`config.mk`:
```
export PLATFORM = sky130hd
export DESIGN_NAME = iic_target_regfile
export DESIGN_NICKNAME = d
export VERILOG_FILES = /design/src/rtl/iic_target_pkg.sv /design/src/rtl/iic_line_sync.sv /design/src/rtl/iic_target_regfile.sv
export SDC_FILE = /design/constraint.sdc
export NUM_CORES = 1
export LEC_CHECK = 0
export BUFFER_PORTS_ARGS = -buffer_cell sky130_fd_sc_hd__buf_4
export CORE_ASPECT_RATIO = 1.5
export CORE_UTILIZATION = 45
export DETAILED_ROUTE_END_ITERATION = 10
export GPL_TIMING_DRIVEN = 0
export PLACE_DENSITY_LB_ADDON = 0.1
export SETUP_SLACK_MARGIN = 0.5
export SYNTH_ARGS = -nofsm -noshare
export SYNTH_HDL_FRONTEND = slang
export SYNTH_SLANG_ARGS = --single-unit
```
`constraint.sdc`:
```
create_clock -name clk -period 8.6 [get_ports clk]
set_input_delay 0.86 -clock clk [delete_from_list [all_inputs] [get_ports clk]]
set_output_delay 0.86 -clock clk [all_outputs]
set_load 0.05 [all_outputs]
```
`src/rtl/iic_target_pkg.sv`:
```
// Shared types and register map for the I2C target register-file model.
package iic_target_pkg;

    typedef enum logic [3:0] {
        ST_IDLE,
        ST_ADDR,
        ST_ADDR_ACK,
        ST_PTR,
        ST_PTR_ACK,
        ST_WR_DATA,
        ST_WR_ACK,
        ST_RD_DATA,
        ST_RD_ACK,
        ST_WAIT_STOP
    } iic_state_t;

    localparam logic [7:0] REG_ID         = 8'h00;
    localparam logic [7:0] REG_INT_ENABLE = 8'h2E;
    localparam logic [7:0] REG_INT_MAP    = 8'h2F;
    localparam logic [7:0] REG_INT_SOURCE = 8'h30;

    // Registers whose bus writes are acknowledged but dropped.
    function automatic logic is_read_only(input logic [7:0] addr);
        return (addr == REG_ID) || (addr == REG_INT_SOURCE);
    endfunction

endpackage

```
`src/rtl/iic_line_sync.sv`:
```
// Two-flop synchronisers for SCL/SDA plus edge and START/STOP detection
// on the synchronised levels. Idle bus level (both high) after reset.
module iic_line_sync (
    input  logic clk,
    input  logic resetn,
    input  logic scl_in,
    input  logic sda_in,
    output logic sda,
    output logic scl_rise,
    output logic scl_fall,
    output logic start_det,
    output logic stop_det
);
    logic [1:0] scl_sync;
    logic [1:0] sda_sync;
    logic       scl_d;
    logic       sda_d;

    // Synchroniser chain and one-cycle history for edge detection.
    always_ff @(posedge clk or negedge resetn) begin
        if (!resetn) begin
            scl_sync <= 2'b11;
            sda_sync <= 2'b11;
            scl_d    <= 1'b1;
            sda_d    <= 1'b1;
        end else begin
            scl_sync <= {scl_sync[0], scl_in};
            sda_sync <= {sda_sync[0], sda_in};
            scl_d    <= scl_sync[1];
            sda_d    <= sda_sync[1];
        end
    end

    assign sda       = sda_sync[1];
    assign scl_rise  = scl_sync[1] & ~scl_d;
    assign scl_fall  = ~scl_sync[1] & scl_d;
    assign start_det = scl_sync[1] & scl_d & sda_d & ~sda_sync[1];
    assign stop_det  = scl_sync[1] & scl_d & ~sda_d & sda_sync[1];

endmodule

```
`src/rtl/iic_target_regfile.sv`:
```
// I2C target with byte register file, auto-incrementing pointer and a
// periodic multi-source interrupt engine mapped onto two IRQ pins.
//
// state        | meaning
// ST_IDLE      | bus free or not addressed
// ST_ADDR      | shifting in address + R/W
// ST_ADDR_ACK  | driving ACK for matched address
// ST_PTR       | shifting in register pointer
// ST_PTR_ACK   | driving ACK for pointer byte
// ST_WR_DATA   | shifting in write data
// ST_WR_ACK    | driving ACK for write data
// ST_RD_DATA   | driving read data MSB-first
// ST_RD_ACK    | sampling master ACK/NACK
// ST_WAIT_STOP | ignoring bus until STOP/START
module iic_target_regfile
    import iic_target_pkg::*;
#(
    parameter logic [6:0] DEVICE_ADDR        = 7'h53,
    parameter int         REG_COUNT          = 64,
    parameter logic [7:0] ID_VALUE           = 8'hE5,
    parameter int         IRQ_SOURCES        = 2,
    parameter int         INTERRUPT_INTERVAL = 300000
) (
    input  logic       clk,
    input  logic       resetn,
    input  logic       IIC_SCL_I,
    input  logic       IIC_SDA_I,
    output logic       IIC_SCL_O,
    output logic       IIC_SDA_O,
    output logic [1:0] IRQ,
    output logic       BUSY
);
    localparam int         AW        = (REG_COUNT > 1) ? $clog2(REG_COUNT) : 1;
    localparam logic [8:0] REG_LIMIT = 9'(REG_COUNT);
    localparam logic [7:0] PTR_LAST  = 8'(REG_COUNT - 1);

    iic_state_t state;
    logic [2:0] bit_cnt;
    logic [6:0] rx;
    logic [6:0] tx;
    logic [7:0] ptr;
    logic       rw;
    logic       ack_on;
    logic       sda_o;
    logic       busy;

    logic [7:0] regs [REG_COUNT];
    logic [7:0] int_enable;
    logic [7:0] int_map;
    logic [7:0] int_source;
    logic [IRQ_SOURCES-1:0] src_fire;
    logic [1:0] irq_c;

    logic sda, scl_rise, scl_fall, start_det, stop_det;
    logic [7:0] byte_in, rd_data, ptr_next;
    logic byte_done, ptr_valid, wr_fire, int_clr;

    iic_line_sync u_sync (
        .clk       (clk),
        .resetn    (resetn),
        .scl_in    (IIC_SCL_I),
        .sda_in    (IIC_SDA_I),
        .sda       (sda),
        .scl_rise  (scl_rise),
        .scl_fall  (scl_fall),
        .start_det (start_det),
        .stop_det  (stop_det)
    );

    assign byte_in   = {rx, sda};
    assign byte_done = scl_rise && (bit_cnt == 3'd7) && !start_det && !stop_det;
    assign ptr_next  = (ptr == PTR_LAST) ? 8'h00 : ptr + 8'd1;
    assign ptr_valid = ({1'b0, ptr} < REG_LIMIT);
    assign wr_fire   = (state == ST_WR_DATA) && byte_done;
    assign int_clr   = (state == ST_RD_DATA) && byte_done && ptr_valid && (ptr == REG_INT_SOURCE);

    // Read data seen by the master for the current pointer.
    always_comb begin
        rd_data = 8'h00;
        if (ptr_valid) begin
            case (ptr)
                REG_ID:         rd_data = ID_VALUE;
                REG_INT_ENABLE: rd_data = int_enable;
                REG_INT_MAP:    rd_data = int_map;
                REG_INT_SOURCE: rd_data = int_source;
                default:        rd_data = regs[ptr[AW-1:0]];
            endcase
        end
    end

    // Protocol FSM: bit counting, pointer, ACK and read-data drive.
    always_ff @(posedge clk or negedge resetn) begin
        if (!resetn) begin
            state   <= ST_IDLE;
            bit_cnt <= 3'd0;
            rx      <= 7'd0;
            tx      <= 7'd0;
            ptr     <= 8'h00;
            rw      <= 1'b0;
            ack_on  <= 1'b0;
            sda_o   <= 1'b1;
            busy    <= 1'b0;
        end else if (start_det || stop_det) begin
            state   <= start_det ? ST_ADDR : ST_IDLE;
            bit_cnt <= 3'd0;
            ack_on  <= 1'b0;
            sda_o   <= 1'b1;
            busy    <= 1'b0;
        end else begin
            case (state)
                ST_ADDR, ST_PTR, ST_WR_DATA: begin
                    if (scl_rise) begin
                        rx      <= byte_in[6:0];
                        bit_cnt <= bit_cnt + 3'd1;
                        if (bit_cnt == 3'd7) begin
                            if (state == ST_ADDR) begin
                                if (byte_in[7:1] == DEVICE_ADDR) begin
                                    state <= ST_ADDR_ACK;
                                    rw    <= byte_in[0];
                                    busy  <= 1'b1;
                                end else begin
                                    state <= ST_WAIT_STOP;
                                end
                            end else if (state == ST_PTR) begin
                                ptr   <= byte_in;
                                state <= ST_PTR_ACK;
                            end else begin
                                ptr   <= ptr_next;
                                state <= ST_WR_ACK;
                            end
                        end
                    end
                end
                ST_ADDR_ACK, ST_PTR_ACK, ST_WR_ACK: begin
                    // First fall after bit 8 pulls SDA low, the next one ends the ACK.
                    if (scl_fall) begin
                        if (!ack_on) begin
                            sda_o  <= 1'b0;
                            ack_on <= 1'b1;
                        end else begin
                            ack_on  <= 1'b0;
                            bit_cnt <= 3'd0;
                            if (state == ST_ADDR_ACK && rw) begin
                                state <= ST_RD_DATA;
                                tx    <= rd_data[6:0];
                                sda_o <= rd_data[7];
                            end else begin
                                sda_o <= 1'b1;
                                state <= (state == ST_ADDR_ACK) ? ST_PTR : ST_WR_DATA;
                            end
                        end
                    end
                end
                ST_RD_DATA: begin
                    if (scl_rise) begin
                        bit_cnt <= bit_cnt + 3'd1;
                        if (bit_cnt == 3'd7) begin
                            state <= ST_RD_ACK;
                        end
                    end else if (scl_fall) begin
                        sda_o <= tx[6];
                        tx    <= {tx[5:0], 1'b0};
                    end
                end
                ST_RD_ACK: begin
                    if (scl_fall) begin
                        if (!ack_on) begin
                            sda_o <= 1'b1;
                        end else begin
                            ack_on  <= 1'b0;
                            bit_cnt <= 3'd0;
                            state   <= ST_RD_DATA;
                            tx      <= rd_data[6:0];
                            sda_o   <= rd_data[7];
                        end
                    end else if (scl_rise && !ack_on) begin
                        if (!sda) begin
                            ack_on <= 1'b1;
                            ptr    <= ptr_next;
                        end else begin
                            state <= ST_WAIT_STOP;
                        end
                    end
                end
                default: ;
            endcase
        end
    end

    // Register file writes; read-only and out-of-range targets are dropped.
    always_ff @(posedge clk or negedge resetn) begin
        if (!resetn) begin
            for (int i = 0; i < REG_COUNT; i++) begin
                regs[i] <= 8'h00;
            end
            int_enable <= 8'h00;
            int_map    <= 8'h00;
        end else if (wr_fire && ptr_valid && !is_read_only(ptr)) begin
            if (ptr == REG_INT_ENABLE) begin
                int_enable <= byte_in;
            end else if (ptr == REG_INT_MAP) begin
                int_map <= byte_in;
            end else begin
                regs[ptr[AW-1:0]] <= byte_in;
            end
        end
    end

    for (genvar g = 0; g < IRQ_SOURCES; g++) begin : g_src
        localparam logic [31:0] RELOAD = 32'(INTERRUPT_INTERVAL * (g + 1) - 1);
        logic [31:0] timer;

        // Period timer: held at reload while disabled, fires at zero.
        always_ff @(posedge clk or negedge resetn) begin
            if (!resetn) begin
                timer <= RELOAD;
            end else if (!int_enable[g] || timer == 32'd0) begin
                timer <= RELOAD;
            end else begin
                timer <= timer - 32'd1;
            end
        end

        assign src_fire[g] = int_enable[g] && (timer == 32'd0);
    end

    // Sticky interrupt sources; a new event beats a read-clear in the same cycle.
    always_ff @(posedge clk or negedge resetn) begin
        if (!resetn) begin
            int_source <= 8'h00;
        end else begin
            int_source <= (int_clr ? 8'h00 : int_source) | 8'(src_fire);
        end
    end

    // Route enabled pending sources to the pin chosen in INT_MAP.
    always_comb begin
        irq_c = 2'b00;
        for (int i = 0; i < IRQ_SOURCES; i++) begin
            if (int_source[i] && int_enable[i]) begin
                irq_c[int_map[i]] = 1'b1;
            end
        end
    end

    assign IRQ       = irq_c;
    assign BUSY      = busy;
    assign IIC_SDA_O = sda_o;
    assign IIC_SCL_O = 1'b1;

endmodule

```
Word level (Yosys, flattened, before mapping):

Index checks and enable logic that the tools add are counted.

* bitwise operators: 17
* mux-type cells: 79
* eq/ne operators: 43
* $lt $le $gt $ge: 7
* add/subtract/negate cells: 4
* reductions and logical operators: 58

Operators by type and width (number)
* $bwmux W512: 1
* $mux W8: 13
* $logic_not A32 Y1: 2
* $mux W32: 2
* $sub A32 B1 Y32 const B: 2
* $mux W4: 13
* $mux W7: 7
* $bmux W8 S6: 1
* $demux W8 S6: 1
* $eq A8 B6 Y1 const B: 4
* $pmux W8 S4: 1
* $ne A2 B2 Y1 const B: 13
* $mux W1: 23
* $pmux W7 S3: 1
* $logic_and A1 B1 Y1: 18
* $mux W3: 6
* $eq A4 B3 Y1 const B: 4
* $pmux W4 S4: 1
* $pmux W8 S2: 1
* $ne A3 B3 Y1 const B: 5
* $ne A3 B2 Y1 const B: 4
* $ne A4 B4 Y1 const B: 3
* $reduce_bool A2 Y1: 6
* $reduce_and A10 Y1: 1
* other kinds (39): 75

* input port bits: 4
* register bits after elaboration: 639

Longest topological paths before layout:

* word-level depth: 11
* depth in mapped cells: 13
* depth with buffers taken out: 9

Modules after synthesis:

Synthesis repeated with hierarchy kept, for this count alone.

* cells, all modules: 2324
* area total of the unflattened synthesis: 29919.9 um2

By module, submodules not included
* iic_target_regfile: sequential area each 15722.6 um2, cells each 2314, times used 1, area an instance 29729.8 um2
* iic_line_sync: sequential area each 157.7 um2, cells each 10, times used 1, area an instance 190.2 um2

Worst setup path after synthesis:

No wires, ideal clock.

* path type: flip-flop to flip-flop
* start point: register ptr[0]
* end point: register regs[192] (netlist name)
* slack: 5.005 ns
* cell stages (with the launch flop): 14
* arrival time: 3.470 ns
* library setup time: 0.125 ns
* clock period less this slack: 3.595 ns
* buffers on the path: 5
* cell sequence: dfrtp_1 > buf_1 > inv_1 > clkbuf_1 > buf_1 > ha_1 > or4b_1 > nor3_1 > nor3_2 > buf_2 > and3_1 > buf_2 > nand2_1 > mux2_2

* longest elaborated chain between the ends: 6
* elaborated cells between the ends (all ways): 19

Ends and longest elaborated chain
* from (decl): line iic_target_regfile.sv:41 `logic [7:0] ptr;`
* from (signal assigned): line iic_target_regfile.sv:125 `ptr <= byte_in;`
* from (signal assigned): line iic_target_regfile.sv:128 `ptr <= ptr_next;`
* from (signal assigned): line iic_target_regfile.sv:179 `ptr <= ptr_next;`
* $not A6 Y7 (implied by the code): line iic_target_regfile.sv:204 `regs[ptr[AW-1:0]] <= byte_in;`
* $ge A7 B7 Y1 (implied by the code) or $lt A7 B1 Y1 (tied branches): line iic_target_regfile.sv:204
* $logic_and A1 B1 Y1 (implied by the code): line iic_target_regfile.sv:204
* $mux W8 (implied by the code): line iic_target_regfile.sv:204
* $demux W8 S6: line iic_target_regfile.sv:204
* $bwmux W512: line iic_target_regfile.sv:204
* to (signal, indexed assignment): line iic_target_regfile.sv:204
* to (decl): line iic_target_regfile.sv:47 `logic [7:0] regs [REG_COUNT];`

Several ways; a longest one is shown, not always the timed one.
A chain may end at the register's enable or synchronous reset.

Worst setup path in the final report:

* start point: register ptr[1]
* end point: register regs[96] (netlist name)

The elaborated chain is that of the path after synthesis.

==> results by stage <==
Run status:
- The flow ran to the end, but the final reports show violations.
- The checks that failed: max-capacitance violations, max-slew violations.

Synthesis:
- sky130_fd_sc_hd__dfrtp_1 takes more of the synthesized area than any other cell.
- The post-synthesis instance area is just under 0.03 sq mm.
- Counting flops with an async set or reset pin after synthesis yields a share of 100%.
- The total number of yosys warnings is 0.
- After synthesis, the mean cell area works out to 12.6 sq um.
- The synthesized design contains 633 register bits.
- The number of distinct library cells after synthesis is 81.
- By area the synthesized netlist is led by sky130_fd_sc_hd__dfrtp_1 (51%), sky130_fd_sc_hd__mux2_2 (22%), sky130_fd_sc_hd__dfstp_2 (2.8%).
- The share of synthesized area in the top cell type comes to about half.
- The share of the Yosys chip area taken by registers is 53.6%.
- The prevailing post-synth register cell is sky130_fd_sc_hd__dfrtp_1.
- The synthesized netlist cell count is roughly 2.4k.
- The number of nets in the synthesized netlist is between 2k and 2.5k.
- Yosys mapped a number of flops with a built-in enable equal to 0.

Drt:
- In the routed design, unresolved DRC markers number 0.
- The number of antenna-violating nets in the routed design is 0.
- The detailed-routing iteration count for the pre-antenna-repair pass is 6.
- The total detailed-routing wirelength is 110000 um.
- The via-per-instance ratio is 6.32.
- The iteration-0 DRC count of the detailed router is 2071.
- After detailed routing, the average wire length per cell comes to 32.7 um.
- The number of vias after detailed routing is between 20k and 25k.

Timing:
- The setup TNS is 0 ns.
- Setup repair after global routing left no endpoint under its margin.
- The final worst setup slack is 1.71 ns.
- The worst slew margin relative to its limit is -5.49%.
- The final hold violation count is 0.
- Of the available clock period, the critical path in the final layout requires between 80% and 90%.
- After layout, the minimum clock period comes to 6.89 ns.
- The maximum clock rate is 145 MHz.
- The maximum clock skew at final layout is 0.0216 ns.
- The worst-margin pin slew is about 1.6 ns.
- The final setup violation count is 0.
- The count of final max-slew check failures came to 22.

Clock network:
- Gates resized during post-CTS repair numbered 0.
- In this run the number of H-tree levels came out at 3.
- The latest clock arrival within the worst-skew pair is between 0.6 and 0.7 ns.
- The number of buffers added by the clock tree synthesis step is 66.
- After clock tree synthesis, the clock-pin slew on the worst setup and hold paths is approximately 0.07 ns.
- TritonCTS built the clock tree.
- After clock tree synthesis, the setup repair step added 0 buffers.
- The buffer depth of the longest clock path is 3.
- Counting every sink on the clock net gives 633.
- The tree is rooted in a sky130_fd_sc_hd__clkbuf_16.
- The count of hold buffers inserted by post-cts repair is 0.

Setup path:
- The critical path's top delay family is buffers and inverters.
- The worst register-to-register path begins at ptr[1]$_DFFE_PN0P_.
- The internal reg-to-reg setup slack is 1.71 ns.
- The worst setup path category is reg -> reg.
- The worst register-to-register path ends at regs[96]$_DFFE_PN0P_.
- Counting cells, the worst reg-to-reg path comes to 12.
- STA classifies the critical path endpoint as a register.
- The delay of the slowest critical-path stage is 0.88 ns.
- In this run the worst path has a maximum fanout of 10.
- STA classifies the critical path startpoint as a register.
- At the worst endpoint, the arrival time is 7.39 ns.
- The number of buffers and inverters on the critical path is 5.
- At the worst endpoint, the required time is around 9 ns.
- The signal on the critical path passes through clkbuf_1, buf_2, inv_1, clkbuf_1, ha_1, or4b_1, nor3_1, nor3_2, buf_2, nand2_1, nor3_2, mux2_2.
- The critical path's slowest cell is sky130_fd_sc_hd__clkbuf_1.

Die:
- The starting utilization of the core area is 45.7%.
- The overall die area is 0.0669 sq mm.
- The overall die width is 211 um.
- The core region is 0.0648 sq mm.
- The floorplan has about 110 rows.
- From bottom edge to top edge, the die measures about 320 um.
- For this design the top-level I/O count stands at 9.

Finish:
- The top cell types in the final layout, fill and taps aside, are sky130_fd_sc_hd__dfrtp_1 (601), sky130_fd_sc_hd__mux2_2 (572), sky130_fd_sc_hd__nand2_1 (155).
- The fraction of layout cells with a size suffix above 1 is 32.3%.
- Once layout is done, the placed cells without fillers occupy 0.0332 sq mm.
- The non-filler instance count after layout is ~3.4k.
- The relative area change from synthesis to final layout is 12.0%.
- The library cell used most frequently in the layout, excluding fill and tap cells, is sky130_fd_sc_hd__dfrtp_1.
- In the final design database the tool counted approximately 2.5k nets.
- The fill cell total of the finished layout is 5761.

Power and ir drop:
- The total power after layout is between 8 and 9 mW.
- VDD sags by at most 0.147 mV.
- For this design the ratio of total power to cell area is 265 mW/mm^2.
- The leakage dissipation is 15.4 nW.

Placed design:
- After legalization and detailed placement, the total HPWL measured 76200 um.
- The post-placement worst setup slack is 2.03 ns.
- The number of placed instances, taps included, is 3243.
- The count of buffers inserted at the top-level ports is 7.
- The post-place instance area is slightly above 0.03 sq mm.
- The congestion estimate from routability-driven global placement came to 0.993.

Global route:
- The via count of the first global-routing pass is approximately 22k.
- The initial antenna violation count is 1.
- Entering global routing, the biggest net connects 125 pins.
- For this run the aggregate overflow at the end of global routing stands at 0.
- Across every metal layer, demand over resource in global routing totals 33.6%.
- The first global-routing pass estimated 158000 um of wire.

Flow run:
- Across the run, the number of max-cap violations was 2.

Worst hold path:
- The tightest min-delay check is of the in -> async type.
cell families after synthesis:
| logic type | share of synthesized area (%) |
|---|---|
| flops | 53.6 |
| compound gates | 7.95 |
| other cells | 0.0127 |
| mux | 26.4 |
| xor+xnor | 1.66 |
| simple gates | 7.66 |
| fa+ha+maj | 0.414 |
| buf+inv | 2.32 |
synthesized netlist by cell type, types with 28 or more instances:
library cell / number
sky130_fd_sc_hd__dfrtp_1: 601
sky130_fd_sc_hd__mux2_2: 572
sky130_fd_sc_hd__nand2_1: 155
sky130_fd_sc_hd__nor2_1: 133
sky130_fd_sc_hd__clkbuf_1: 129
sky130_fd_sc_hd__mux2i_1: 69
sky130_fd_sc_hd__a221oi_1: 62
sky130_fd_sc_hd__o21ai_0: 62
sky130_fd_sc_hd__a21oi_1: 60
sky130_fd_sc_hd__nor3_1: 41
sky130_fd_sc_hd__xnor2_1: 39
sky130_fd_sc_hd__a22oi_1: 35
sky130_fd_sc_hd__dfstp_2: 32
sky130_fd_sc_hd__mux4_2: 30
sky130_fd_sc_hd__nand3_1: 28
where the power goes:
part           internal [mW]  switching (mW)
logic                  0.490            2.24
clock network           1.73            1.24
registers               3.02          0.0900
final cells by class:
| class | instances | area (sq um) | area share [%] |
|---|---|---|---|
| Antenna cell | 2 | 5.00 | 0.0151 |
| Buffer | 159 | 634 | 1.91 |
| Clock buffer | 102 | 2000 | 6.03 |
| Clock inverter | 17 | 205 | 0.618 |
| Inverter | 15 | 56.3 | 0.170 |
| Multi-Input combinational cell | 1550 | 13100 | 39.4 |
| Sequential cell | 633 | 15900 | 47.9 |
| Tap cell | 870 | 1090 | 3.28 |
| Timing Repair Buffer | 16 | 244 | 0.735 |
worst register-to-register path, cell delays in order (launching register included):
cell	delay [ns]
sky130_fd_sc_hd__dfrtp_1	0.72
sky130_fd_sc_hd__clkbuf_1	0.88
sky130_fd_sc_hd__buf_2	0.62
sky130_fd_sc_hd__inv_1	0.35
sky130_fd_sc_hd__clkbuf_1	0.62
sky130_fd_sc_hd__ha_1	0.44
sky130_fd_sc_hd__or4b_1	0.22
sky130_fd_sc_hd__nor3_1	0.10
sky130_fd_sc_hd__nor3_2	0.88
sky130_fd_sc_hd__buf_2	0.47
sky130_fd_sc_hd__nand2_1	0.27
sky130_fd_sc_hd__nor3_2	0.76
sky130_fd_sc_hd__mux2_2	0.43
flip-flops by register name, summed over array words and instances (netlist names), 2 cells and up:
register,count
ptr,8
int_enable,8
u_sync.sda_sync,2
g_src.timer,64
u_sync.scl_sync,2
int_map,8
bit_cnt,3
regs,512
state,4
int_source,2
tx,7
rx,7
worst max-delay path by stage:
stage	start	endpoint	slack (ns)	depth (start not counted)
6_report	ptr[1]$_DFFE_PN0P_	regs[96]$_DFFE_PN0P_	1.71	12
5_1_grt	ptr[1]$_DFFE_PN0P_	regs[96]$_DFFE_PN0P_	1.82	12
4_1_cts	ptr[1]$_DFFE_PN0P_	regs[457]$_DFFE_PN0P_	2.04	12
3_5_place_dp	ptr[1]$_DFFE_PN0P_	regs[461]$_DFFE_PN0P_	2.03	12
3_3_place_gp	resetn	g_src[1].timer[27]$_DFF_PN0_	-0.32	1
2_1_floorplan	ptr[0]$_DFFE_PN0P_	regs[192]$_DFFE_PN0P_	5.01	13
layer usage:
metal	part of all wire (%)	up-vias	GRT usage, %
met1	38	11060	39.4
li1	-	8824	-
met2	47	956	54.0
met5	0	-	0
met3	6.5	411	6.35
met4	8.9	0	26.9
through the flow:
stage | util [%] | hold slack (ns)
after global routing | 51.2 | 0.217
final | 51.2 | 0.166
after floorplan | - | 0.345
after global placement | 47.5 | 0.351
after detailed placement | 47.8 | 0.347
after CTS | 51.2 | 0.181
No activity file was read; power rests on OpenSTA's default activity.
